**src/rtl/nonconsec_rep_monitor_pkg.sv**
```systemverilog
// Shared types for the non-consecutive repetition monitor:
// FSM state encoding and the fail-cause code reported alongside fail.
package nonconsec_mon_pkg;

  typedef enum logic [1:0] {
    IDLE      = 2'd0,
    COUNT     = 2'd1,
    WAIT_TERM = 2'd2
  } state_e;

  typedef enum logic [1:0] {
    NONE     = 2'd0,
    EXTRA_EV = 2'd1,
    TIMEOUT  = 2'd2
  } fail_cause_e;

endpackage

```
**src/rtl/nonconsec_rep_monitor_sat_counter.sv**
```systemverilog
// Saturating up-counter used for the pass/fail tallies.
module sat_counter #(
  parameter int unsigned WIDTH = 16
) (
  input  logic             clk,
  input  logic             rst_n,
  input  logic             inc,
  output logic [WIDTH-1:0] value
);

  always_ff @(posedge clk or negedge rst_n) begin
    if (!rst_n) begin
      value <= '0;
    end else if (inc && (value != '1)) begin
      value <= value + WIDTH'(1);
    end
  end

endmodule

```
**src/rtl/nonconsec_rep_monitor.sv**
```systemverilog
// Hardware checker for trig |=> ev[=REP_COUNT] ##1 term, single-threaded,
// with registered pass/fail pulses, optional timeout and saturating tallies.
module nonconsec_rep_monitor
  import nonconsec_mon_pkg::*;
#(
  parameter int unsigned REP_COUNT = 3,
  parameter int unsigned MAX_WAIT  = 0,
  parameter int unsigned TALLY_W   = 16
) (
  input  logic               clk,
  input  logic               rst_n,
  input  logic               trig,
  input  logic               ev,
  input  logic               term,
  output logic               busy,
  output logic [7:0]         ev_cnt,
  output logic               pass,
  output logic               fail,
  output logic [1:0]         fail_cause,
  output logic [TALLY_W-1:0] pass_tally,
  output logic [TALLY_W-1:0] fail_tally,
  output logic               ign_trig
);

  localparam int unsigned TIMER_W = (MAX_WAIT < 1) ? 1 : $clog2(MAX_WAIT + 1);

  state_e              state_q, state_d;
  logic [TIMER_W-1:0]  timer_q, timer_d, timer_inc;
  logic [7:0]          ev_cnt_d, ev_cnt_inc;
  logic                pass_d, fail_d, ign_d, resolve, timed_out;
  fail_cause_e         cause_d;

  always_comb begin
    state_d    = state_q;
    ev_cnt_d   = ev_cnt;
    timer_d    = timer_q;
    pass_d     = 1'b0;
    fail_d     = 1'b0;
    cause_d    = NONE;
    ign_d      = 1'b0;
    resolve    = 1'b0;
    ev_cnt_inc = ev_cnt + 8'd1;
    timer_inc  = (MAX_WAIT != 0) ? timer_q + TIMER_W'(1) : timer_q;
    timed_out  = (MAX_WAIT != 0) && (32'(timer_inc) == MAX_WAIT);

    case (state_q)
      IDLE: begin
        if (trig) begin
          state_d  = COUNT;
          ev_cnt_d = '0;
          timer_d  = '0;
        end
      end
      COUNT: begin
        timer_d = timer_inc;
        if (ev) begin
          ev_cnt_d = ev_cnt_inc;
          if (ev_cnt_inc == 8'(REP_COUNT)) state_d = WAIT_TERM;
        end
      end
      WAIT_TERM: begin
        timer_d = timer_inc;
        if (term) begin
          pass_d  = 1'b1;
          resolve = 1'b1;
        end else if (ev) begin
          fail_d  = 1'b1;
          cause_d = EXTRA_EV;
          resolve = 1'b1;
        end
      end
      default: state_d = IDLE;
    endcase

    if ((state_q != IDLE) && !resolve && timed_out) begin
      fail_d  = 1'b1;
      cause_d = TIMEOUT;
      resolve = 1'b1;
    end

    // A resolving edge may immediately re-arm; ev_cnt returns to 0 between attempts.
    if (resolve) begin
      state_d  = trig ? COUNT : IDLE;
      ev_cnt_d = '0;
      timer_d  = '0;
    end else if ((state_q != IDLE) && trig) begin
      ign_d = 1'b1;
    end
  end

  always_ff @(posedge clk or negedge rst_n) begin
    if (!rst_n) begin
      state_q    <= IDLE;
      timer_q    <= '0;
      ev_cnt     <= '0;
      busy       <= 1'b0;
      pass       <= 1'b0;
      fail       <= 1'b0;
      fail_cause <= '0;
      ign_trig   <= 1'b0;
    end else begin
      state_q    <= state_d;
      timer_q    <= timer_d;
      ev_cnt     <= ev_cnt_d;
      busy       <= (state_d != IDLE);
      pass       <= pass_d;
      fail       <= fail_d;
      fail_cause <= cause_d;
      ign_trig   <= ign_d;
    end
  end

  sat_counter #(.WIDTH(TALLY_W)) u_pass_tally (
    .clk   (clk),
    .rst_n (rst_n),
    .inc   (pass_d),
    .value (pass_tally)
  );

  sat_counter #(.WIDTH(TALLY_W)) u_fail_tally (
    .clk   (clk),
    .rst_n (rst_n),
    .inc   (fail_d),
    .value (fail_tally)
  );

endmodule
```
**config.mk**
```make
export PLATFORM = sky130hd
export DESIGN_NAME = nonconsec_rep_monitor
export DESIGN_NICKNAME = d
export VERILOG_FILES = /design/src/rtl/nonconsec_rep_monitor_pkg.sv /design/src/rtl/nonconsec_rep_monitor_sat_counter.sv /design/src/rtl/nonconsec_rep_monitor.sv
export SDC_FILE = /design/constraint.sdc
export NUM_CORES = 1
export LEC_CHECK = 0
export ABC_AREA = 1
export BUFFER_PORTS_ARGS = -buffer_cell sky130_fd_sc_hd__buf_4
export CAP_MARGIN = 20
export CORE_AREA = 10 10 93 95
export DETAILED_ROUTE_END_ITERATION = 8
export DIE_AREA = 0 0 103 105
export GPL_TIMING_DRIVEN = 0
export SLEW_MARGIN = 20
export SYNTH_ARGS = -nofsm -noshare
export SYNTH_HDL_FRONTEND = slang
export SYNTH_SLANG_ARGS = --single-unit
```
**constraint.sdc**
```tcl
create_clock -name clk -period 4.5 [get_ports clk]
set_clock_uncertainty 0.1 [all_clocks]
set_input_delay 0.45 -clock clk [delete_from_list [all_inputs] [get_ports clk]]
set_output_delay 0.45 -clock clk [all_outputs]
set_load 0.05 [all_outputs]
```
## After elaboration in Yosys (flattened, before gate mapping)

Index checks and enable logic that the tools add are counted.

| word-level totals | value |
|---|---|
| register bits | 48 |
| input bits | 5 |
| output and inout bits | 46 |
| word-level logic and storage cells | 49 |

| cells by class | value |
|---|---|
| $add $sub $neg | 3 |
| equality and inequality tests | 7 |
| multiplexer cells | 22 |
| reduce and logical (&&, ||, !) cells | 8 |

Operator list:

| cell | number |
|---|---|
| adder 16 x 1 -> 16 bit, second input constant | 2 |
| inequality test 16 bit, second input constant | 2 |
| 2-to-1 mux 8 bit | 3 |
| case mux 8 bit (2 select lines) | 1 |
| 2-to-1 mux 1 bit | 13 |
| adder 8 x 1 -> 8 bit, second input constant | 1 |
| equality test 8 x 2 -> 1 bit, second input constant | 1 |
| 2-to-1 mux 2 bit | 4 |
| inequality test 3 bit, second input constant | 2 |
| case mux 2 bit (3 select lines) | 1 |
| nonzero test 2 bit | 2 |
| logical AND 1 bit | 3 |
| AND reduction 3 bit | 1 |
| nonzero test 3 bit | 1 |
| equality test 2 x 1 -> 1 bit, second input constant | 1 |
| equality test 2 bit, second input constant | 1 |
| logical NOT 2 bit | 1 |

## Longest topological paths before layout

| depth | value |
|---|---|
| depth after elaboration | 7 |
| depth in mapped cells | 12 |
| depth with buffers taken out | 12 |

## Cells and area by module

From an unflattened synthesis, not the netlist that was laid out.

| second synthesis, totals | value |
|---|---|
| cell total of the unflattened synthesis | 405 |
| area total of the unflattened synthesis | 2,925.3 µm² |

Modules (own cells, without submodules):

| module | times used | cells each | area each (µm²) | seq. area each (µm²) |
|---|---|---|---|---|
| sat_counter | 2 | 149 | 1,058.5 | 400.4 |
| nonconsec_rep_monitor | 1 | 107 | 808.3 | 350.3 |

## Worst setup path after synthesis

Ideal clock, no wire load.

| timing | value |
|---|---|
| path kind | register -> register |
| start | register u_pass_tally.value[0] |
| end | register u_pass_tally.value[10] |
| library setup time | 0.145 ns |
| data arrival time | 1.690 ns |
| required time | 4.255 ns |
| slack | 2.565 ns |
| cell stages (with the launch flop) | 9 |
| path buffers | 1 |
| cell sequence | dfrtp_1 ha_1 nand3_1 inv_1 nand4_1 nand2_2 buf_6 nor2_1 xor2_1 |

| between the ends | value |
|---|---|
| cells in the longest elaborated chain, start to end | 2 |
| elaborated cells between the ends (all ways) | 3 |
| classes of those cells | add/sub: 1; eq/ne: 1; reduce/logical: 1 |

RTL lines:

| element | line | RTL |
|---|---|---|
| start: declaration | nonconsec_rep_monitor_sat_counter.sv:8 | `output logic [WIDTH-1:0] value` |
| start signal: assignment | nonconsec_rep_monitor_sat_counter.sv:15 | `value <= value + WIDTH'(1);` |
| parallel branches: the longest is 2 deep, another holds adder 16 x 1 -> 16 bit | n/a |  |

Parallel ways; which one is timed is not known.
A chain may end at the register's enable or synchronous reset.

## Worst setup path after layout

| timing | value |
|---|---|
| start | register u_pass_tally.value[0] |
| end | register u_pass_tally.value[7] |

The elaborated chain is that of the path after synthesis.

==> results.py <==
metrics = {
    "synthesis": {
        "syn_area_per_cell_um2": 8.02,
        "ys_ff_latch": 46,
        "ys_top_cells_by_area": "dfrtp_1 (46%), nand2_1 (12%), inv_1 (6.5%), nor2_1 (5.7%), xor2_1 (5.6%)",
        "synth_xor_area_share_pct": 10.2,
        "synth.area.mux_share_pct": 0,
        "yosys_warnings": 0,
        "synth_top_family_by_area": "simple AND/OR/NAND/NOR gates",
        "synth_compound_gate_area_share_pct": 3.80,
        "synthSimpleGateAreaFrac_pct": 29.1,
        "synth_fa_ha_area_share_pct": 2.00,
        "synth_top_cell_by_area": "dfrtp_1",
        "syn_inst": 312,
        "synth_fp_nets": 321,
        "ys_types": 23,
        "syn_area_um2": 2500,
        "seq_area_frac_synth_pct": 46.0,
        "yosysTopAreaCellShare_pct": 46.0,
    },
    "layout": {
        "num_antenna_cells": 0,
        "layout_common_cells": "nand2_1 (82), buf_4 (51), dfrtp_1 (46)",
        "area_growth_pct": 21.8,
        "drive_gt1_share_pct": 20.4,
        "final_area_um2": 3050,
        "final_util_pct": 45.1,
        "mostFrequentLayoutCell": "nand2_1",
        "finalNetCount": 377,
    },
    "drt": {
        "routedWlPerCell_um": 12.8,
        "vias": 2096,
        "firstDrtPassIters": 4,
        "drt_iter0_markers": 45,
        "drt-total-wl_mm": 5.75,
        "vias_per_cell": 4.68,
        "ant_nets": 0,
        "drcViolationCount": 0,
    },
    "sta": {
        "hold_violations": 0,
        "slew-limit-headroom_pct": 61.1,
        "min_period_ns": 1.69,
        "tns_ns": 0,
        "fmax_ghz": 0.593,
        "setup_viol": 0,
        "hold_ws_ns": 0.0554,
        "tightestPinTransition_ns": 0.583,
        "rsz0062_at_grt": "no",
        "timing.final.crit_share_pct": 37.5,
        "drv_slew": 0,
    },
    "place": {
        "gp_routability_congestion": 0.814,
        "port-buffer-count": 49,
        "hpwlAfterDp_mm": 4.41,
        "placed_area_um2": 2970,
    },
    "critical_path": {
        "setup.worst_path.end": "u_pass_tally.value[7]",
        "arrival_ns": 1.76,
        "cp.required_ns": 4.57,
        "cp-start-kind": "flip-flop",
        "r2r_setup_slack_ns": 2.81,
        "timing.rr.end": "u_pass_tally.value[7]",
        "timing.rr.start": "u_pass_tally.value[0]",
        "crit_fanout": 10,
        "r2r_cells": 8,
        "worstSetupStartpoint": "u_pass_tally.value[0]",
        "cp-end-kind": "flip-flop",
        "critPathKind": "reg2reg",
    },
    "clock_tree": {
        "cts_tree": "done",
        "cts_resized": 0,
        "post_cts_buffers": 0,
        "htree_levels": 2,
        "ctsHoldBuffers": 0,
        "cts_buffer_depth": 2,
        "cts_made_buffers": 5,
        "root_buffer": "clkbuf_8",
        "clkTransAtPathRegs_ns": 0.08,
        "clk_latency_ns": 0.29,
        "clock-sinks": 46,
    },
    "grt": {
        "grt_usage_pct": 10.8,
        "grt.overflow.total": 0,
        "grt_max_degree": 47,
        "grt_pass1_vias": 2091,
        "antenna_found_initial": 0,
        "grt_pass1_wl_mm": 9.72,
    },
    "job": {
        "drv_cap": 0,
    },
    "floorplan": {
        "die_area_um2": 10800,
        "io_pins": 51,
        "num_rows": 30,
        "fp.dieH_um": 105,
        "die_w_um": 103,
        "fp.coreArea_um2": 6760,
        "initial_core_util_pct": 37.0,
    },
    "power": {
        "ir_drop_uv": 210,
        "p_comb_share_pct": 40.9,
        "total_power_w": 0.00132,
        "intPower_w": 0.000739,
        "switchingPower_w": 0.000584,
        "leakagePower_nw": 1.59,
        "clockPowerShare_pct": 18.0,
        "powerDensity_nw_per_um2": 434,
        "pwr-share-seq_pct": 41.1,
        "switching_share_pct": 44.1,
    },
    "worst_hold_path": {
        "min_path_type": "in2async",
    },
    "status": {
        "run_status": "finished clean",
    },
}
final cells by class:
cell class	count	area (um^2)
buffer	5	48.8
clock buffer	5	68.8
clock inverter	2	10.0
fill	679	3710
inverter	46	173
multi-input combinational	215	1130
sequential	46	1150
tap	80	100
timing repair buffer	49	368
metal layers:
metal,wire [um],GRT usage (%)
met1,2600,13.4
met2,2780,17.7
met5,0,0
met4,46,2.68
met3,328,3.29
flip-flops by register name (all words and copies together) (netlist names):
signal and cells:
u_fail_tally.value 16, u_pass_tally.value 16, ev_cnt 8, state_q 2, busy 1, fail_cause 1
ign_trig 1, pass 1
cells in the mapped netlist:
master / n
inv_1: 43
nand3_1: 19
nor2_1: 38
nand2_2: 5
inv_2: 3
ha_1: 4
nor3_2: 2
dfrtp_1: 46
nor3_1: 8
xor2_1: 16
xnor2_1: 13
buf_4: 2
nor3_4: 2
conb_1: 1
o21ai_1: 2
nor2_2: 1
nand2_1: 82
buf_6: 3
nand4_1: 7
nand3b_1: 1
o21ai_0: 7
o22ai_1: 6
a22oi_2: 1
power groups by stage:
stage	Clock (W)	Combinational, W	Sequential [W]
after floorplan	0	0.000196	0.000735
after global placement	0	0.000543	0.000551
after detailed placement	0	0.000552	0.000551
after CTS	0.000253	0.000552	0.000544
after global routing	0.000271	0.000589	0.000556
final	0.000238	0.000541	0.000543
worst min-delay path by stage:
stage                     startpoint                     to  slack [ns]  depth (start not counted)
after CTS                      rst_n  u_pass_tally.value[2]        0.07                          1
after floorplan                rst_n                   busy        0.05                          0
after detailed placement       rst_n  u_pass_tally.value[2]        0.40                          1
after global placement         rst_n  u_pass_tally.value[2]        0.40                          1
final                          rst_n  u_pass_tally.value[2]        0.06                          1
after global routing           rst_n  u_pass_tally.value[4]         0.1                          1
worst max-delay path, cell delays in order, from the launching register on:
cell	delay, ns
dfrtp_1	0.42
ha_1	0.23
nand3_1	0.11
inv_1	0.13
nand4_1	0.11
nand2_2	0.12
buf_6	0.15
nor2_1	0.05
xor2_1	0.14
logic make-up (layout without fill, tap and decap cells):
kind of cell,count (synthesis),in the layout
adder cells (fa/ha/maj),4,4
flip-flops,46,46
AND/OR/NAND/NOR,165,165
other,1,1
buffers and inverters,51,107
XOR/XNOR,29,29
AO/OA/AOI/OAI,16,16
metrics by stage:
| step | std cells | worst slack, ns |
|---|---|---|
| 2_1_floorplan | 312 | 2.57 |
| 3_3_place_gp | 441 | 2.72 |
| 3_5_place_dp | 441 | 2.73 |
| 4_1_cts | 448 | 2.77 |
| 5_1_grt | 448 | 2.67 |
| 6_report | 448 | 2.81 |
(Power assumes the default switching activity.)
